===== config.mk =====
export PLATFORM = sky130hd
export DESIGN_NAME = branch_predictor
export DESIGN_NICKNAME = d
export VERILOG_FILES = /design/src/rtl/branch_predictor_pkg.sv /design/src/rtl/branch_predictor_table.sv /design/src/rtl/branch_predictor.sv
export SDC_FILE = /design/constraint.sdc
export NUM_CORES = 1
export LEC_CHECK = 0
export ABC_CLOCK_PERIOD_IN_PS = 5230
export BUFFER_PORTS_ARGS = -buffer_cell sky130_fd_sc_hd__buf_2
export CAP_MARGIN = 20
export CORE_MARGIN = 5
export CORE_UTILIZATION = 48
export DETAILED_ROUTE_END_ITERATION = 16
export HOLD_SLACK_MARGIN = 0.02
export PLACE_DENSITY_LB_ADDON = 0.05
export SLEW_MARGIN = 20
export SYNTH_ARGS = -nofsm -noshare
export SYNTH_HDL_FRONTEND = slang
export SYNTH_SLANG_ARGS = --single-unit

===== constraint.sdc =====
create_clock -name clk -period 5.23 [get_ports clk]
set_input_delay 0.7845 -clock clk [delete_from_list [all_inputs] [get_ports clk]]
set_output_delay 0.7845 -clock clk [all_outputs]
set_load 0.02 [all_outputs]

===== src/rtl/branch_predictor_pkg.sv =====
// Shared definitions for the branch predictor: 2-bit counter encoding,
// reset counter value, the branch opcode and the saturating-counter training rule.
package branch_predictor_pkg;

  typedef enum logic [1:0] {
    CTR_SNT = 2'b00,
    CTR_WNT = 2'b01,
    CTR_WT  = 2'b10,
    CTR_ST  = 2'b11
  } ctr_e;

  localparam ctr_e CTR_RESET = CTR_WNT;

  // RV32 conditional-branch major opcode, also used by the control logic
  localparam logic [6:0] OPC_BRANCH = 7'b1100011;

  // Next counter value: saturating step on a hit, weak allocation on a miss
  function automatic ctr_e ctr_train(input logic hit, input ctr_e ctr, input logic taken);
    ctr_e res;
    if (!hit) begin
      res = taken ? CTR_WT : CTR_WNT;
    end else if (taken) begin
      res = (ctr == CTR_ST) ? CTR_ST : ctr_e'(ctr + 2'd1);
    end else begin
      res = (ctr == CTR_SNT) ? CTR_SNT : ctr_e'(ctr - 2'd1);
    end
    return res;
  endfunction

endpackage


===== src/rtl/branch_predictor_table.sv =====
// Tagged direct-mapped table of 2-bit counters: one combinational read port,
// one synchronous training write port. Optional BRANCH_PREDICTOR_BYPASS_EN forwards same-cycle writes.
module bp_table
  import branch_predictor_pkg::*;
#(
  parameter int unsigned PC_WIDTH = 32,
  parameter int unsigned LINES    = 8
) (
  input  logic                clk_i,
  input  logic                rst_i,
  input  logic [PC_WIDTH-1:0] rd_pc_i,
  output logic                rd_hit_o,
  output ctr_e                rd_ctr_o,
  input  logic                wr_en_i,
  input  logic [PC_WIDTH-1:0] wr_pc_i,
  input  logic                wr_taken_i
);

  localparam int unsigned INDEX_BITS = $clog2(LINES);
  localparam int unsigned TAG_W      = PC_WIDTH - INDEX_BITS - 2;

  logic             valid_q [LINES];
  logic [TAG_W-1:0] tag_q   [LINES];
  ctr_e             ctr_q   [LINES];

  logic [INDEX_BITS-1:0] rd_idx;
  logic [TAG_W-1:0]      rd_tag;
  logic [INDEX_BITS-1:0] wr_idx;
  logic [TAG_W-1:0]      wr_tag;
  logic                  wr_hit;
  ctr_e                  wr_ctr;

  logic                  rd_valid;
  logic [TAG_W-1:0]      rd_tag_stored;

  logic unused_pc_bits;

  assign rd_idx = rd_pc_i[INDEX_BITS+1:2];
  assign rd_tag = rd_pc_i[PC_WIDTH-1:INDEX_BITS+2];
  assign wr_idx = wr_pc_i[INDEX_BITS+1:2];
  assign wr_tag = wr_pc_i[PC_WIDTH-1:INDEX_BITS+2];

  assign unused_pc_bits = ^{rd_pc_i[1:0], wr_pc_i[1:0]};

  assign wr_hit = valid_q[wr_idx] && (tag_q[wr_idx] == wr_tag);
  assign wr_ctr = ctr_train(wr_hit, ctr_q[wr_idx], wr_taken_i);

  always_ff @(posedge clk_i) begin
    if (rst_i) begin
      for (int unsigned i = 0; i < LINES; i++) begin
        valid_q[i] <= 1'b0;
        tag_q[i]   <= '0;
        ctr_q[i]   <= CTR_RESET;
      end
    end else if (wr_en_i) begin
      valid_q[wr_idx] <= 1'b1;
      tag_q[wr_idx]   <= wr_tag;
      ctr_q[wr_idx]   <= wr_ctr;
    end
  end

  always_comb begin
    rd_valid      = valid_q[rd_idx];
    rd_tag_stored = tag_q[rd_idx];
    rd_ctr_o      = ctr_q[rd_idx];
`ifdef BRANCH_PREDICTOR_BYPASS_EN
    // Same-index training this cycle: present the entry as it will be after the edge
    if (wr_en_i && (wr_idx == rd_idx)) begin
      rd_valid      = 1'b1;
      rd_tag_stored = wr_tag;
      rd_ctr_o      = wr_ctr;
    end
`endif
  end

  assign rd_hit_o = rd_valid && (rd_tag_stored == rd_tag);

endmodule


===== src/rtl/branch_predictor.sv =====
// Dynamic branch predictor: predicts in IF, carries the guess to X, flags mispredicts
// and trains the table. Optional macro: BRANCH_PREDICTOR_BYPASS_EN (same-cycle write forwarding).
module branch_predictor
  import branch_predictor_pkg::*;
#(
  parameter int unsigned PC_WIDTH = 32,
  parameter int unsigned LINES    = 8
) (
  input  logic                clk,
  input  logic                rst,
  input  logic                stall,
  input  logic [PC_WIDTH-1:0] guess_pc,
  input  logic                guess_is_br,
  output logic                br_pred_taken,
  input  logic [PC_WIDTH-1:0] check_pc,
  input  logic                check_is_br,
  input  logic                check_taken,
  output logic                br_pred_correct
);

  logic rd_hit;
  ctr_e rd_ctr;
  logic wr_en;
  logic pred_x_q;
  logic pred_x_d;

  // Reset dominates training so a reset cycle never allocates
  assign wr_en = check_is_br && !stall && !rst;

  bp_table #(
    .PC_WIDTH (PC_WIDTH),
    .LINES    (LINES)
  ) u_table (
    .clk_i      (clk),
    .rst_i      (rst),
    .rd_pc_i    (guess_pc),
    .rd_hit_o   (rd_hit),
    .rd_ctr_o   (rd_ctr),
    .wr_en_i    (wr_en),
    .wr_pc_i    (check_pc),
    .wr_taken_i (check_taken)
  );

  assign br_pred_taken = guess_is_br && rd_hit && rd_ctr[1];

  always_comb begin
    pred_x_d = pred_x_q;
    if (!stall) begin
      pred_x_d = br_pred_taken;
    end
  end

  always_ff @(posedge clk) begin
    if (rst) begin
      pred_x_q <= 1'b0;
    end else begin
      pred_x_q <= pred_x_d;
    end
  end

  assign br_pred_correct = !check_is_br || (pred_x_q == check_taken);

endmodule


# Word-level counts from Yosys, hierarchy flattened
# Memory sizes are Yosys's and may differ from the RTL's.
# Index checks and enable logic that the tools add are counted.
word_totals:
  in_bits: 70
  memories: 3
  word_cells: 43
  ram_bits: 240
  reg_bits: 1
classes:
  n_reduce_logical: 14
  add_sub_neg: 2
  n_mux: 19
  eq_ne: 4
mem_list:
  columns: ["name", "words", "width", "rd", "rd_ports_with_merged_regs", "wr", "line_no", "text"]
  rows:
  - ["u_table.tag_q", 8, 27, 2, 0, 8, "branch_predictor_table.sv:23", "logic [TAG_W-1:0] tag_q [LINES];"]
  - ["u_table.ctr_q", 8, 2, 2, 0, 8, "branch_predictor_table.sv:24", "ctr_e ctr_q [LINES];"]
  - ["u_table.valid_q", 8, 1, 2, 0, 8, "branch_predictor_table.sv:22", "logic valid_q [LINES];"]
ops:
  columns: ["cell", "count"]
  rows:
  - ["equality test 27 bit", 2]
  - ["2-to-1 mux 27 bit", 1]
  - ["OR reduction 27 bit", 1]
  - ["2-to-1 mux 2 bit", 6]
  - ["2-to-1 mux 1 bit", 9]
  - ["2-to-1 mux 3 bit", 3]
  - ["logical AND 1 bit", 6]
  - ["logical NOT 1 bit", 3]
  - ["adder 2 x 1 -> 2 bit, second input constant", 1]
  - ["equality test 2 bit, second input constant", 1]
  - ["logical NOT 2 bit", 1]
  - ["OR reduction 2 bit", 1]
  - ["subtractor 2 x 1 -> 2 bit, second input constant", 1]
  - ["equality test 1 bit", 1]
  - ["logical OR 1 bit", 1]
  - ["OR reduction 1 bit", 1]

# Depth between registers and ports, before layout
depth:
  ltp_word: 8
  ltp_mapped: 11

# Hierarchy
# Synthesis repeated with hierarchy kept, for this count alone.
unflattened:
  cells_unflattened: 950
  area_unflattened_um2: 13444.1
by_module_without_submodules:
  columns: ["mod", "cells_per_inst", "seq_area_each_um2", "instances", "area_per_inst_um2"]
  rows:
  - ["bp_table", 942, 7126.8, 1, 13370.3]
  - ["branch_predictor", 8, 20.0, 1, 73.8]

# Worst setup path after synthesis
# No wires, ideal clock.
synth_path:
  kind: "input port to flip-flop"
  startpoint: "input port check_pc[2]"
  endpoint: "memory u_table.ctr_q[3][0] (netlist name) (enable)"
  stages: 7
  t_arrival_ns: 4.033
  path_slack_ns: 0.742
  path_buffers: 5
  required_time_ns: 4.774
  path_cell_list: "buf_2 > buf_4 > buf_2 > buf_2 > nand2_1 > buf_1 > o21ai_0"
synth_lines:
  columns: ["item", "line_no", "text"]
  rows:
  - ["from (decl)", "branch_predictor.sv:15", "input logic [PC_WIDTH-1:0] check_pc,"]
  - ["to (decl)", "branch_predictor_table.sv:24", null]

# Worst setup path after layout
layout_path:
  startpoint: "input port guess_pc[2]"
  endpoint: "output port br_pred_taken"
layout_between:
  elab_chain_len: 5
  elab_cells_between_ends: 7
  classes_between: "1 x eq/ne; 3 x reduce/logical; 3 x memory"
layout_rtl:
  columns: ["item", "line_no", "text"]
  rows:
  - ["from (decl)", "branch_predictor.sv:12", "input logic [PC_WIDTH-1:0] guess_pc,"]
  - ["memory (8 x 27 bit)", null, null]
  - ["equality test 27 bit", "branch_predictor_table.sv:76", "assign rd_hit_o = rd_valid && (rd_tag_stored == rd_tag);"]
  - ["logical AND 1 bit", "branch_predictor_table.sv:76", null]
  - ["logical AND 1 bit", "branch_predictor.sv:44", "assign br_pred_taken = guess_is_br && rd_hit && rd_ctr[1];"]
  - ["logical AND 1 bit *", "branch_predictor.sv:44", null]
  - ["to (decl)", "branch_predictor.sv:14", "output logic br_pred_taken,"]
# Mark *: on every way between the ends. The rest lies on a longest branch, timed or not.

==> tab_implementation.tex <==
\begin{tabular}{lr}
\hline
Metric & Value \\
\hline
\multicolumn{2}{l}{\textbf{STA}} \\
Final worst path period need & approximately 4.4 ns \\
Total count of hold-check failures in the final report & 0 \\
Slew at the pin closest to its max-slew limit & between 1 and 1.5 ns \\
Worst slew slack as a fraction of its limit & 0.245 \\
Max Slew Vio Count & 0 \\
RSZ-0062 raised after global routing & no \\
Post-route setup TNS & 0 ns \\
Worst hold slack after final layout & 0.435 ns \\
Final setup skew & 0.0160 ns \\
Final clock period utilization by the worst path & 0.840 \\
Timing-limited maximum frequency & 228 MHz \\
Setup-violating endpoint count in the final report & 0 \\
\multicolumn{2}{l}{\textbf{Clocking}} \\
Clock tree from TritonCTS & built \\
Clock net sink count & 241 \\
Number of buffers created by CTS & 27 \\
Number of buffers inserted by post-CTS setup repair & 0 \\
Number of H-tree levels & 1 \\
Resized Gates After CTS & 0 \\
Maximum clock insertion buffer count & 3 \\
Clock root buffer & sky130\_fd\_sc\_hd\_\_clkbuf\_16 \\
Clock slew at reported path FFs & about 0.060 ns \\
Cts hold-fix bufs & 0 \\
Clk Latency, worst-skew pair & 0.55 ns \\
\multicolumn{2}{l}{\textbf{Hold path}} \\
Hold Crit Class & input pin to flip-flop \\
\multicolumn{2}{l}{\textbf{Critical path}} \\
Data required time of the worst path & between 4 and 5 ns \\
Max FO, Critical Path & 30 \\
Kind of end point of the critical path & primary output \\
Arr. time, crit path & roughly 3.6 ns \\
Reg2reg setup slack & 2.27 ns \\
Startpoint Class & input pin \\
Category of the most critical setup path & input pin to primary output \\
\multicolumn{2}{l}{\textbf{Routing}} \\
Number of design rule violations left after detail routing & 0 \\
Starting DRT DRC Count & 999 \\
Residual antenna-violating net count after detailed routing & 0 \\
Post-DR vias/cell & about 6.5 \\
Routed Wire Length & around 43000 µm \\
Number of detailed-route iterations in the first pass & 7 \\
Count of vias placed by the detailed router & 9514 \\
Average detailed-routed wire length per instance & $\sim$30 µm \\
\multicolumn{2}{l}{\textbf{Synth}} \\
Post-Syn Instances & 1006 \\
Net count after synthesis & about 1100 \\
Leading register cell type out of synthesis & sky130\_fd\_sc\_hd\_\_edfxtp\_1 \\
Fraction of the yosys area taken by sequential cells & 0.533 \\
Async set-or-reset flop fraction in the synthesized netlist & 0 \\
Number of warnings reported in the yosys synthesis log & 0 \\
Average footprint of a synthesized cell & about 13 µm² \\
Area of the mapped netlist & $\sim$13000 µm² \\
Number of distinct standard cells referenced by the synthesized netlist & 65 \\
Register bit count reported by yosys & 241 \\
Number of flops mapped to enable cells by yosys & approximately 230 \\
\multicolumn{2}{l}{\textbf{Global route}} \\
Maximum number of pins on one net before global-route repair & 105 \\
GRT Resource Usage Total & 0.270 \\
Number of antenna violations at the first check in global routing & 1 \\
First-pass GRT wire length & 62600 µm \\
Aggregate global routing overflow & 0 \\
Via count of the first global-routing pass & between 9000 and 10000 \\
\multicolumn{2}{l}{\textbf{Placement}} \\
Port Buffer Count & 67 \\
Post-DP HPWL & about 26000 µm \\
Total placed cells including tap cells & 1404 \\
Final weighted congestion of routability-driven global placement & $\sim$0.84 \\
\multicolumn{2}{l}{\textbf{Final layout}} \\
\# nets final & between 1000 and 1500 \\
Finished Layout Cells & around 1500 \\
Share of post-route cells with drive strength above 1 & 0.252 \\
Synth-to-Final Area Change & 13.2\% \\
\multicolumn{2}{l}{\textbf{Die}} \\
Full die area & approximately 31000 µm² \\
Cell row count & between 60 and 70 \\
IO Count & approximately 70 \\
Horizontal extent of the die & 177 µm \\
Effective utilization at floorplan & 0.484 \\
Placeable core area & $\sim$28000 µm² \\
Die height & between 150 and 200 µm \\
\multicolumn{2}{l}{\textbf{Pwr}} \\
Flop pwr share & 0.471 \\
Fraction of power spent switching nets & 0.261 \\
Static leakage & 6.09 nW \\
Cell internal pwr & 3.57 mW \\
Worst voltage drop across the vdd grid & around 0.23 mV \\
Net switching component of the power & 1.26 mW \\
Share of total power in the clock network & 0.386 \\
P per Cell Area & 318 nW/µm² \\
Logic gate share of total power & 0.143 \\
\multicolumn{2}{l}{\textbf{Flow run}} \\
Count of max-cap constraint violations & 0 \\
\multicolumn{2}{l}{\textbf{Run status}} \\
Outcome & complete, no violations \\
\hline
\end{tabular}
==> cell type report <==
cell class	count	area [µm²]
fillers	2336	12500
flip-flops and latches	241	7150
multi-input cells	657	5880
repair buffers	116	776
clock buffers	34	732
well taps	378	473
clock inverters	14	120
inverters	12	45.0
diodes	2	5.00
==> placed cells by master (no fill, tap or decap), drive strengths merged, types with 16 or more instances in the layout <==
master,netlist,routed
and3,210,210
edfxtp,232,232
mux2,22,22
buf,38,116
nor2,16,16
mux4,67,67
xnor2,39,39
mux2i,69,69
nor4,16,16
nand3,18,18
clkbuf,58,34
nand2,25,25
==> stage by stage <==
| stage | instance area [µm²] | total power [mW] | utilization | setup WS (ns) |
|---|---|---|---|---|
| global placement | 14300 | 2.99 | 0.517 | 0.894 |
| CTS | 15200 | 4.85 | 0.548 | 0.856 |
| floorplan | 13400 | 2.72 | - | 0.742 |
| finish | 15200 | 4.83 | 0.548 | 0.835 |
| global route | 15200 | 4.99 | 0.548 | 0.724 |
| detailed placement | 14300 | 3.00 | 0.517 | 0.866 |
==> cell usage after synthesis (all sizes together), types with 6 or more instances <==
master  number  area share
edfxtp     232        0.52
a211oi       9      0.0050
xor2        14      0.0091
o22ai       10      0.0047
buf         38       0.015
a221oi      13      0.0085
nand2       25      0.0070
nand3       18      0.0067
inv          8      0.0022
mux2i       69       0.052
xnor2       39       0.025
and3       210       0.098
nor3        10      0.0037
a21oi       10      0.0037
o21ai       15      0.0056
a21o         8      0.0045
mux4        67        0.11
a31oi        6      0.0039
nor4        16      0.0079
mux2        22       0.019
clkbuf      58       0.016
o221ai       7      0.0046
a22oi       15      0.0084
dfxtp        9       0.013
nor2        16      0.0045
==> final timing paths <==
kind / from / endpoint / cells after the start
setup / recovery: guess_pc[2] / br_pred_taken / 9
hold / removal: rst / pred_x_q / 2
setup reg to reg: u_table.tag_q[3][2] / u_table.ctr_q[0][0] / 7
hold reg to reg: pred_x_q / pred_x_q / 2
==> critical path, cell delays in order <==
cell and delay, ns:
sky130_fd_sc_hd__buf_4 0.51, sky130_fd_sc_hd__mux4_2 0.59, sky130_fd_sc_hd__mux2i_1 0.17, sky130_fd_sc_hd__xor2_1 0.35, sky130_fd_sc_hd__nand3_1 0.23, sky130_fd_sc_hd__nor3_1 0.28, sky130_fd_sc_hd__nand3_1 0.25, sky130_fd_sc_hd__nor3_1 0.21
sky130_fd_sc_hd__buf_2 0.20
==> cell families (layout without fill, tap and decap cells) <==
| logic type | count (synthesis) | after routing | synth area share |
|---|---|---|---|
| buffers and inverters | 108 | 176 | 0.0347 |
| other | 0 | 2 | 0 |
| XOR/XNOR | 53 | 53 | 0.0346 |
| AO/OA/AOI/OAI | 130 | 130 | 0.0757 |
| multiplexers | 158 | 158 | 0.183 |
| AND/OR/NAND/NOR | 316 | 316 | 0.139 |
| flip-flops | 241 | 241 | 0.533 |
==> sequential cells by signal (all words and copies together), names as in the netlist <==
signal and cells:
u_table.tag_q 216, u_table.ctr_q 16, u_table.valid_q 8, pred_x_q 1
==> layer usage <==
| metal | part of all wire | vias up | GRT usage |
|---|---|---|---|
| met4 | 0.034 | 0 | 0.0912 |
| li1 | - | 4134 | - |
| met1 | 0.42 | 4875 | 0.388 |
| met5 | 0 | - | 0 |
| met2 | 0.46 | 422 | 0.423 |
| met3 | 0.083 | 83 | 0.0414 |
==> power by group through the flow <==
stage	logic [mW]	clock network, mW	registers [mW]
floorplan	0.419	0	2.30
global placement	0.682	0	2.31
global route	0.727	1.97	2.29
CTS	0.687	1.89	2.28
finish	0.689	1.87	2.28
detailed placement	0.685	0	2.32
No activity file was read; power rests on OpenSTA's default activity.
